--- src/rtl/alu_share_arbiter_if.sv ---
// Bundle of requester, ALU and response signals around the shared-ALU arbiter.
// The arbiter takes the slave side; requesters, ALU and consumer take master.
interface alu_share_arbiter_if #(
    parameter int NREQ = 2,
    parameter int IDW  = 2
);
    logic [NREQ-1:0]      req_valid;
    logic [NREQ-1:0]      req_ready;
    logic [3*NREQ-1:0]    req_op;
    logic [32*NREQ-1:0]   req_a;
    logic [32*NREQ-1:0]   req_b;
    logic [2:0]           alu_op;
    logic [31:0]          alu_a;
    logic [31:0]          alu_b;
    logic [31:0]          alu_result;
    logic                 alu_carry;
    logic                 rsp_valid;
    logic                 rsp_ready;
    logic [IDW-1:0]       rsp_id;
    logic [31:0]          rsp_data;
    logic                 rsp_carry;

    modport slave (
        input  req_valid, req_op, req_a, req_b,
        input  alu_result, alu_carry, rsp_ready,
        output req_ready, alu_op, alu_a, alu_b,
        output rsp_valid, rsp_id, rsp_data, rsp_carry
    );

    modport master (
        output req_valid, req_op, req_a, req_b,
        output alu_result, alu_carry, rsp_ready,
        input  req_ready, alu_op, alu_a, alu_b,
        input  rsp_valid, rsp_id, rsp_data, rsp_carry
    );
endinterface

--- src/rtl/alu_share_arbiter.sv ---
// Round-robin sharing of one combinational ALU between NREQ requesters,
// with a one-entry tagged response register on a valid/ready channel.
module alu_share_arbiter #(
    parameter int NREQ = 2,
    parameter int IDW  = 2
) (
    input  logic                clk,
    input  logic                rst_n,
    alu_share_arbiter_if.slave  bus
);

    logic [IDW-1:0] last_q, last_d;
    logic [IDW-1:0] id_q, id_d;
    logic [31:0]    data_q, data_d;
    logic           carry_q, carry_d;
    logic           rsp_valid_q, rsp_valid_d;

    logic           slot_free;
    logic           hi_found, lo_found;
    logic [IDW-1:0] hi_id, lo_id;
    logic           gnt_vld;
    logic [IDW-1:0] gnt_id;

    assign slot_free = !rsp_valid_q || bus.rsp_ready;

    // First requester above last grant wins, else lowest index (wrap).
    always_comb begin
        hi_found = 1'b0;
        hi_id    = '0;
        lo_found = 1'b0;
        lo_id    = '0;
        for (int i = 0; i < NREQ; i++) begin
            if (bus.req_valid[i] && !hi_found && (IDW'(i) > last_q)) begin
                hi_found = 1'b1;
                hi_id    = IDW'(i);
            end
            if (bus.req_valid[i] && !lo_found) begin
                lo_found = 1'b1;
                lo_id    = IDW'(i);
            end
        end
    end

    assign gnt_vld = rst_n && slot_free && lo_found;
    assign gnt_id  = hi_found ? hi_id : lo_id;

    always_comb begin
        bus.req_ready = '0;
        bus.alu_op    = 3'b000;
        bus.alu_a     = '0;
        bus.alu_b     = '0;
        for (int i = 0; i < NREQ; i++) begin
            if (gnt_vld && (gnt_id == IDW'(i))) begin
                bus.req_ready[i] = 1'b1;
                bus.alu_op       = bus.req_op[3*i +: 3];
                bus.alu_a        = bus.req_a[32*i +: 32];
                bus.alu_b        = bus.req_b[32*i +: 32];
            end
        end
    end

    // A new accept overwrites a draining response in the same cycle.
    always_comb begin
        rsp_valid_d = rsp_valid_q;
        id_d        = id_q;
        data_d      = data_q;
        carry_d     = carry_q;
        last_d      = last_q;
        if (gnt_vld) begin
            rsp_valid_d = 1'b1;
            id_d        = gnt_id;
            data_d      = bus.alu_result;
            carry_d     = bus.alu_carry;
            last_d      = gnt_id;
        end else if (bus.rsp_ready) begin
            rsp_valid_d = 1'b0;
        end
    end

    always_ff @(posedge clk or negedge rst_n) begin
        if (!rst_n) begin
            rsp_valid_q <= 1'b0;
            id_q        <= '0;
            data_q      <= '0;
            carry_q     <= 1'b0;
            last_q      <= IDW'(NREQ - 1);
        end else begin
            rsp_valid_q <= rsp_valid_d;
            id_q        <= id_d;
            data_q      <= data_d;
            carry_q     <= carry_d;
            last_q      <= last_d;
        end
    end

    assign bus.rsp_valid = rsp_valid_q;
    assign bus.rsp_id    = id_q;
    assign bus.rsp_data  = data_q;
    assign bus.rsp_carry = carry_q;

endmodule

--- src/flat_wrapper.sv ---
// flat-port wrapper written by rule: the top's interface ports become plain ports
module alu_share_arbiter_flat 
#(
    parameter int NREQ = 2,
    parameter int IDW  = 2
)
  (clk, rst_n, bus_req_valid, bus_req_op, bus_req_a, bus_req_b, bus_alu_result, bus_alu_carry, bus_rsp_ready, bus_req_ready, bus_alu_op, bus_alu_a, bus_alu_b, bus_rsp_valid, bus_rsp_id, bus_rsp_data, bus_rsp_carry);
  alu_share_arbiter_if #(.NREQ(NREQ), .IDW(IDW)) bus_i ();
  input  logic clk;
  input  logic rst_n;
  input wire logic [$bits(bus_i.req_valid)-1:0] bus_req_valid;
  input wire logic [$bits(bus_i.req_op)-1:0] bus_req_op;
  input wire logic [$bits(bus_i.req_a)-1:0] bus_req_a;
  input wire logic [$bits(bus_i.req_b)-1:0] bus_req_b;
  input wire logic [$bits(bus_i.alu_result)-1:0] bus_alu_result;
  input wire logic [$bits(bus_i.alu_carry)-1:0] bus_alu_carry;
  input wire logic [$bits(bus_i.rsp_ready)-1:0] bus_rsp_ready;
  output wire logic [$bits(bus_i.req_ready)-1:0] bus_req_ready;
  output wire logic [$bits(bus_i.alu_op)-1:0] bus_alu_op;
  output wire logic [$bits(bus_i.alu_a)-1:0] bus_alu_a;
  output wire logic [$bits(bus_i.alu_b)-1:0] bus_alu_b;
  output wire logic [$bits(bus_i.rsp_valid)-1:0] bus_rsp_valid;
  output wire logic [$bits(bus_i.rsp_id)-1:0] bus_rsp_id;
  output wire logic [$bits(bus_i.rsp_data)-1:0] bus_rsp_data;
  output wire logic [$bits(bus_i.rsp_carry)-1:0] bus_rsp_carry;
  assign bus_i.req_valid = bus_req_valid;
  assign bus_i.req_op = bus_req_op;
  assign bus_i.req_a = bus_req_a;
  assign bus_i.req_b = bus_req_b;
  assign bus_i.alu_result = bus_alu_result;
  assign bus_i.alu_carry = bus_alu_carry;
  assign bus_i.rsp_ready = bus_rsp_ready;
  assign bus_req_ready = bus_i.req_ready;
  assign bus_alu_op = bus_i.alu_op;
  assign bus_alu_a = bus_i.alu_a;
  assign bus_alu_b = bus_i.alu_b;
  assign bus_rsp_valid = bus_i.rsp_valid;
  assign bus_rsp_id = bus_i.rsp_id;
  assign bus_rsp_data = bus_i.rsp_data;
  assign bus_rsp_carry = bus_i.rsp_carry;
  alu_share_arbiter #(.NREQ(NREQ), .IDW(IDW)) u_core (.clk(clk), .rst_n(rst_n), .bus(bus_i));
endmodule
--- config.mk ---
export PLATFORM = sky130hd
export DESIGN_NAME = alu_share_arbiter_flat
export DESIGN_NICKNAME = d
export VERILOG_FILES = /design/src/rtl/alu_share_arbiter_if.sv /design/src/rtl/alu_share_arbiter.sv /design/src/flat_wrapper.sv
export SDC_FILE = /design/constraint.sdc
export NUM_CORES = 1
export LEC_CHECK = 0
export CORE_AREA = 2 2 107 109
export CTS_CLUSTER_SIZE = 24
export DETAILED_ROUTE_END_ITERATION = 6
export DIE_AREA = 0 0 109 111
export PLACE_DENSITY = 0.68
export RECOVER_POWER = 100
export SYNTH_ARGS = -nofsm -noshare
export SYNTH_HDL_FRONTEND = slang
export SYNTH_SLANG_ARGS = --single-unit
--- constraint.sdc ---
create_clock -name clk -period 2.1 [get_ports clk]
set_input_delay 0.42 -clock clk [delete_from_list [all_inputs] [get_ports clk]]
set_output_delay 0.42 -clock clk [all_outputs]
set_load 0.02 [all_outputs]
==> tab_implementation.tex <==
\begin{tabular}{lr}
\hline
Metric & Value \\
\hline
\multicolumn{2}{l}{\textbf{Yosys}} \\
\quad Cell variety after synth & 17 \\
\quad Leading cell types by count after synthesis & a22o\_1 (67), dfrtp\_1 (35), mux2\_4 (28), buf\_2 (12), buf\_6 (8) \\
\quad Biggest area contributors in the synthesized netlist & dfrtp\_1 (40\%), a22o\_1 (27\%), mux2\_4 (19\%) \\
\quad Syn Area/Cell & 13.13 um2 \\
\quad Share of the synthesized area in the top cell type & 39.71\% \\
\quad Number of nets produced by synthesis & 340 \\
\quad Cell with the most instances after synthesis & a22o\_1 \\
\quad Share of the yosys chip area belonging to registers & 40.90\% \\
\quad Mapped cell area & 2206 um2 \\
\quad Async set or reset register ratio after synthesis & 100.0\% \\
\quad Leading register cell type out of synthesis & dfrtp\_1 \\
\quad Synth Instances & 168 \\
\quad Number of warnings printed during yosys synthesis & 0 \\
\quad Cell type with the largest total area after synthesis & dfrtp\_1 \\
\quad Number of synthesized register bits & 36 \\
\quad Count of flip-flops with a built-in enable after synthesis & 0 \\
\multicolumn{2}{l}{\textbf{CTS}} \\
\quad Number of buffers inserted for hold repair after clock tree synthesis & 0 \\
\quad Depth of the CTS H-tree & 2 \\
\quad Cell chosen for the clock root & clkbuf\_16 \\
\quad Total CTS buffers & 5 \\
\quad CTS sink count & 36 \\
\quad Worst-Skew Late Latency & 270 ps \\
\quad Post-CTS clock slew at the launch and capture registers of the worst setup and hold paths & 60 ps \\
\quad TritonCTS clock tree & built \\
\quad CTS max path bufs & 2 \\
\multicolumn{2}{l}{\textbf{Global routing}} \\
\quad Aggregate global routing overflow & 0 \\
\quad Antenna violations before repair & 1 \\
\quad Wire length of the first global-routing pass & 15960 um \\
\quad Via count of the first global-routing pass & 2722 \\
\quad Pin count of the biggest net entering global routing & 36 \\
\quad Total routing usage reported by global routing & 17.22\% \\
\multicolumn{2}{l}{\textbf{Place}} \\
\quad Routability congestion estimate & 0.8611 \\
\quad Final HPWL DP & 8554 um \\
\quad Placed insts & 578 \\
\quad Number of input and output port buffers inserted & 275 \\
\quad Cell area after placement & 5121 um2 \\
\multicolumn{2}{l}{\textbf{Route}} \\
\quad Iteration-0 DRC count of the detailed router & 136 \\
\quad Total routed wirelength & 11310 um \\
\quad DRT Pass-1 Iters & 4 \\
\quad Post-route DRC & 0 \\
\quad Drt wl/cell & 18.64 um \\
\quad Via count & 2664 \\
\quad DR vias/cell & 4.389 \\
\quad Number of nets with antenna violations after routing & 0 \\
\multicolumn{2}{l}{\textbf{Power and ir drop}} \\
\quad Sequential share of power & 27.3\% \\
\quad Cell area power density & 566.6 nW/um2 \\
\quad Internal & 0.002292 W \\
\quad Switch Pwr & 0.0009874 W \\
\quad Lkg Pwr & 2.519 nW \\
\quad Total chip power & 0.003280 W \\
\quad Portion of total power attributed to the clock network & 22.8\% \\
\quad Worst IR drop on VDD & 505.2 uV \\
\quad Sw Share & 30.11\% \\
\quad Proportion of power drawn by combinational gates & 49.9\% \\
\multicolumn{2}{l}{\textbf{Setup path}} \\
\quad Peak per-stage delay on the critical path & 240 ps \\
\quad Kind of end point of the critical path & output pin \\
\quad Req. time, crit path & 1680 ps \\
\quad Worst Setup Start Kind & input pin \\
\quad Top delay family on crit path & buffers and inverters \\
\quad CP most frequent cell & buf\_12 \\
\quad Top fanout value on the critical path & 6 \\
\quad Cell type of the slowest stage on the worst timing path & a22o\_4 \\
\quad Cell Chain, Critical Path & dlygate4sd2\_1, nand2b\_4, o2111a\_2, buf\_12, buf\_12, buf\_6, a22o\_4, buf\_12 \\
\quad Arrival time at the worst endpoint & 1740 ps \\
\quad Count of buffering cells on the critical path with inverters included & 5 \\
\quad Type of the setup path with the least slack & in2out \\
\multicolumn{2}{l}{\textbf{Layout}} \\
\quad Fraction of final layout cells with drive strength greater than 1 & 33.26\% \\
\quad Final core utilization & 52.25\% \\
\quad Nets & 634 \\
\quad Cell Count, Final, Fillers Out & 607 \\
\quad Area added between synthesis and finish & 162.4\% \\
\quad Final std cell area, no fill & 5788 um2 \\
\multicolumn{2}{l}{\textbf{Floorplanning}} \\
\quad Num ports & 277 \\
\quad Starting density of the core & 19.91\% \\
\quad Full die area & 12100 um2 \\
\quad Core region area & 11080 um2 \\
\quad Die Wd & 109 um \\
\quad Number of placement rows & 39 \\
\quad Floorplan die height & 111 um \\
\multicolumn{2}{l}{\textbf{STA}} \\
\quad Shortest clock period the worst path allows after layout & 2164 ps \\
\quad Transition time of the tightest slew-check pin & 875.3 ps \\
\quad Setup violators final & 41 \\
\quad Achievable Freq & 462.0 MHz \\
\quad Max-slew violation total from the final report & 0 \\
\quad Sum of negative setup slack & -826.0 ps \\
\quad Number of failing hold endpoints at the final stage & 0 \\
\quad Tightest slew margin relative to the limit & 41.65\% \\
\quad Worst-case setup margin in the final layout & -64.44 ps \\
\quad Setup clock skew after layout & 2.131 ps \\
\quad RSZ-0062 raised after global routing & true \\
\quad Final Cycle Share & 103.1\% \\
\multicolumn{2}{l}{\textbf{Worst hold path}} \\
\quad Type of the most critical hold path & in2async \\
\multicolumn{2}{l}{\textbf{Job}} \\
\quad Count of max-cap constraint violations & 0 \\
\multicolumn{2}{l}{\textbf{Status}} \\
\quad Result of the run & finished with violations \\
\quad Failing checks & setup timing \\
\hline
\end{tabular}
==> placed cells by master (no fill, tap or decap), types with 5 or more instances in the layout <==
cell type and count:
mux2_2 5, buf_4 6, a22o_1 63, clkdlybuf4s50_1 202, buf_6 68, buf_2 5, mux2_4 28, clkbuf_16 7
buf_12 7, dfrtp_1 35, buf_16 8
==> power groups by stage <==
stage | Combinational (W) | Clock, W | Sequential, W
6_report | 0.00164 | 0.000747 | 0.000895
5_1_grt | 0.00171 | 0.000805 | 0.000910
4_1_cts | 0.00156 | 0.000767 | 0.000896
3_5_place_dp | 0.00148 | 0 | 0.000900
3_3_place_gp | 0.00147 | 0 | 0.000900
2_1_floorplan | 0.000493 | 0 | 0.00104
==> state kept, by name, indices dropped and copies added, names as in the netlist <==
register,count
u_core.bus.rsp_carry,1
u_core.last_q,1
u_core.bus.rsp_data,32
u_core.bus.rsp_id,1
u_core.bus.rsp_valid,1
==> through the flow <==
stage                     hold slack [ps]  setup WS, ps
after floorplan                     124.4         287.1
after global placement              375.1        -655.2
after detailed placement            385.0        -658.5
after CTS                           92.81        -123.0
after global routing                92.60        -121.1
final                               89.07        -64.44
==> final timing paths <==
kind                       slack (ps)                             endpoint  cells past startpoint                                 from
max                               -60                        bus_alu_op[0]                      8                        bus_rsp_ready
min                                90     u_core.bus.rsp_valid$_DFFE_PN0P_                      2                                rst_n
max reg2reg                       600  u_core.bus.rsp_data[28]$_DFFE_PN0P_                      5     u_core.bus.rsp_valid$_DFFE_PN0P_
min reg2reg                       510  u_core.bus.rsp_data[29]$_DFFE_PN0P_                      1  u_core.bus.rsp_data[29]$_DFFE_PN0P_
max in group asynchronous        1120  u_core.bus.rsp_data[28]$_DFFE_PN0P_                      2                                rst_n
min in group clk                  510  u_core.bus.rsp_data[29]$_DFFE_PN0P_                      1  u_core.bus.rsp_data[29]$_DFFE_PN0P_
==> routing by layer <==
metal	share of wire, %	track usage (%)
met2	48	28.94
met5	0	0
met1	40	21.75
met4	0.47	2.222
met3	11	5.879
==> kinds of logic after synthesis <==
family	after synthesis	synth area share, %
muxes	33	21.61
AOI/OAI and AO/OA	71	28.25
DFF	36	40.90
and+or+nand+nor	5	1.758
other	1	0.1700
buffers and inverters	22	7.317
==> what timing repair did <==
item | CTS | global route
gates resized for setup | 335 | 79
setup endpoints to repair | 69 | 67
gates cloned | 8 | 2
hold endpoints to repair | 0 | 0
setup buffers | 8 | 3
pin swaps | 27 | 23
==> cell type report <==
type | instances | area [um2]
flip-flops and latches | 36 | 902.1
repair buffers | 308 | 3364
multi-input cells | 110 | 1186
inverters | 1 | 3.754
fillers | 948 | 5289
clock buffers | 7 | 142.6
diodes | 1 | 2.502
well taps | 143 | 178.9
clock inverters | 1 | 7.507
(Power assumes the default switching activity.)
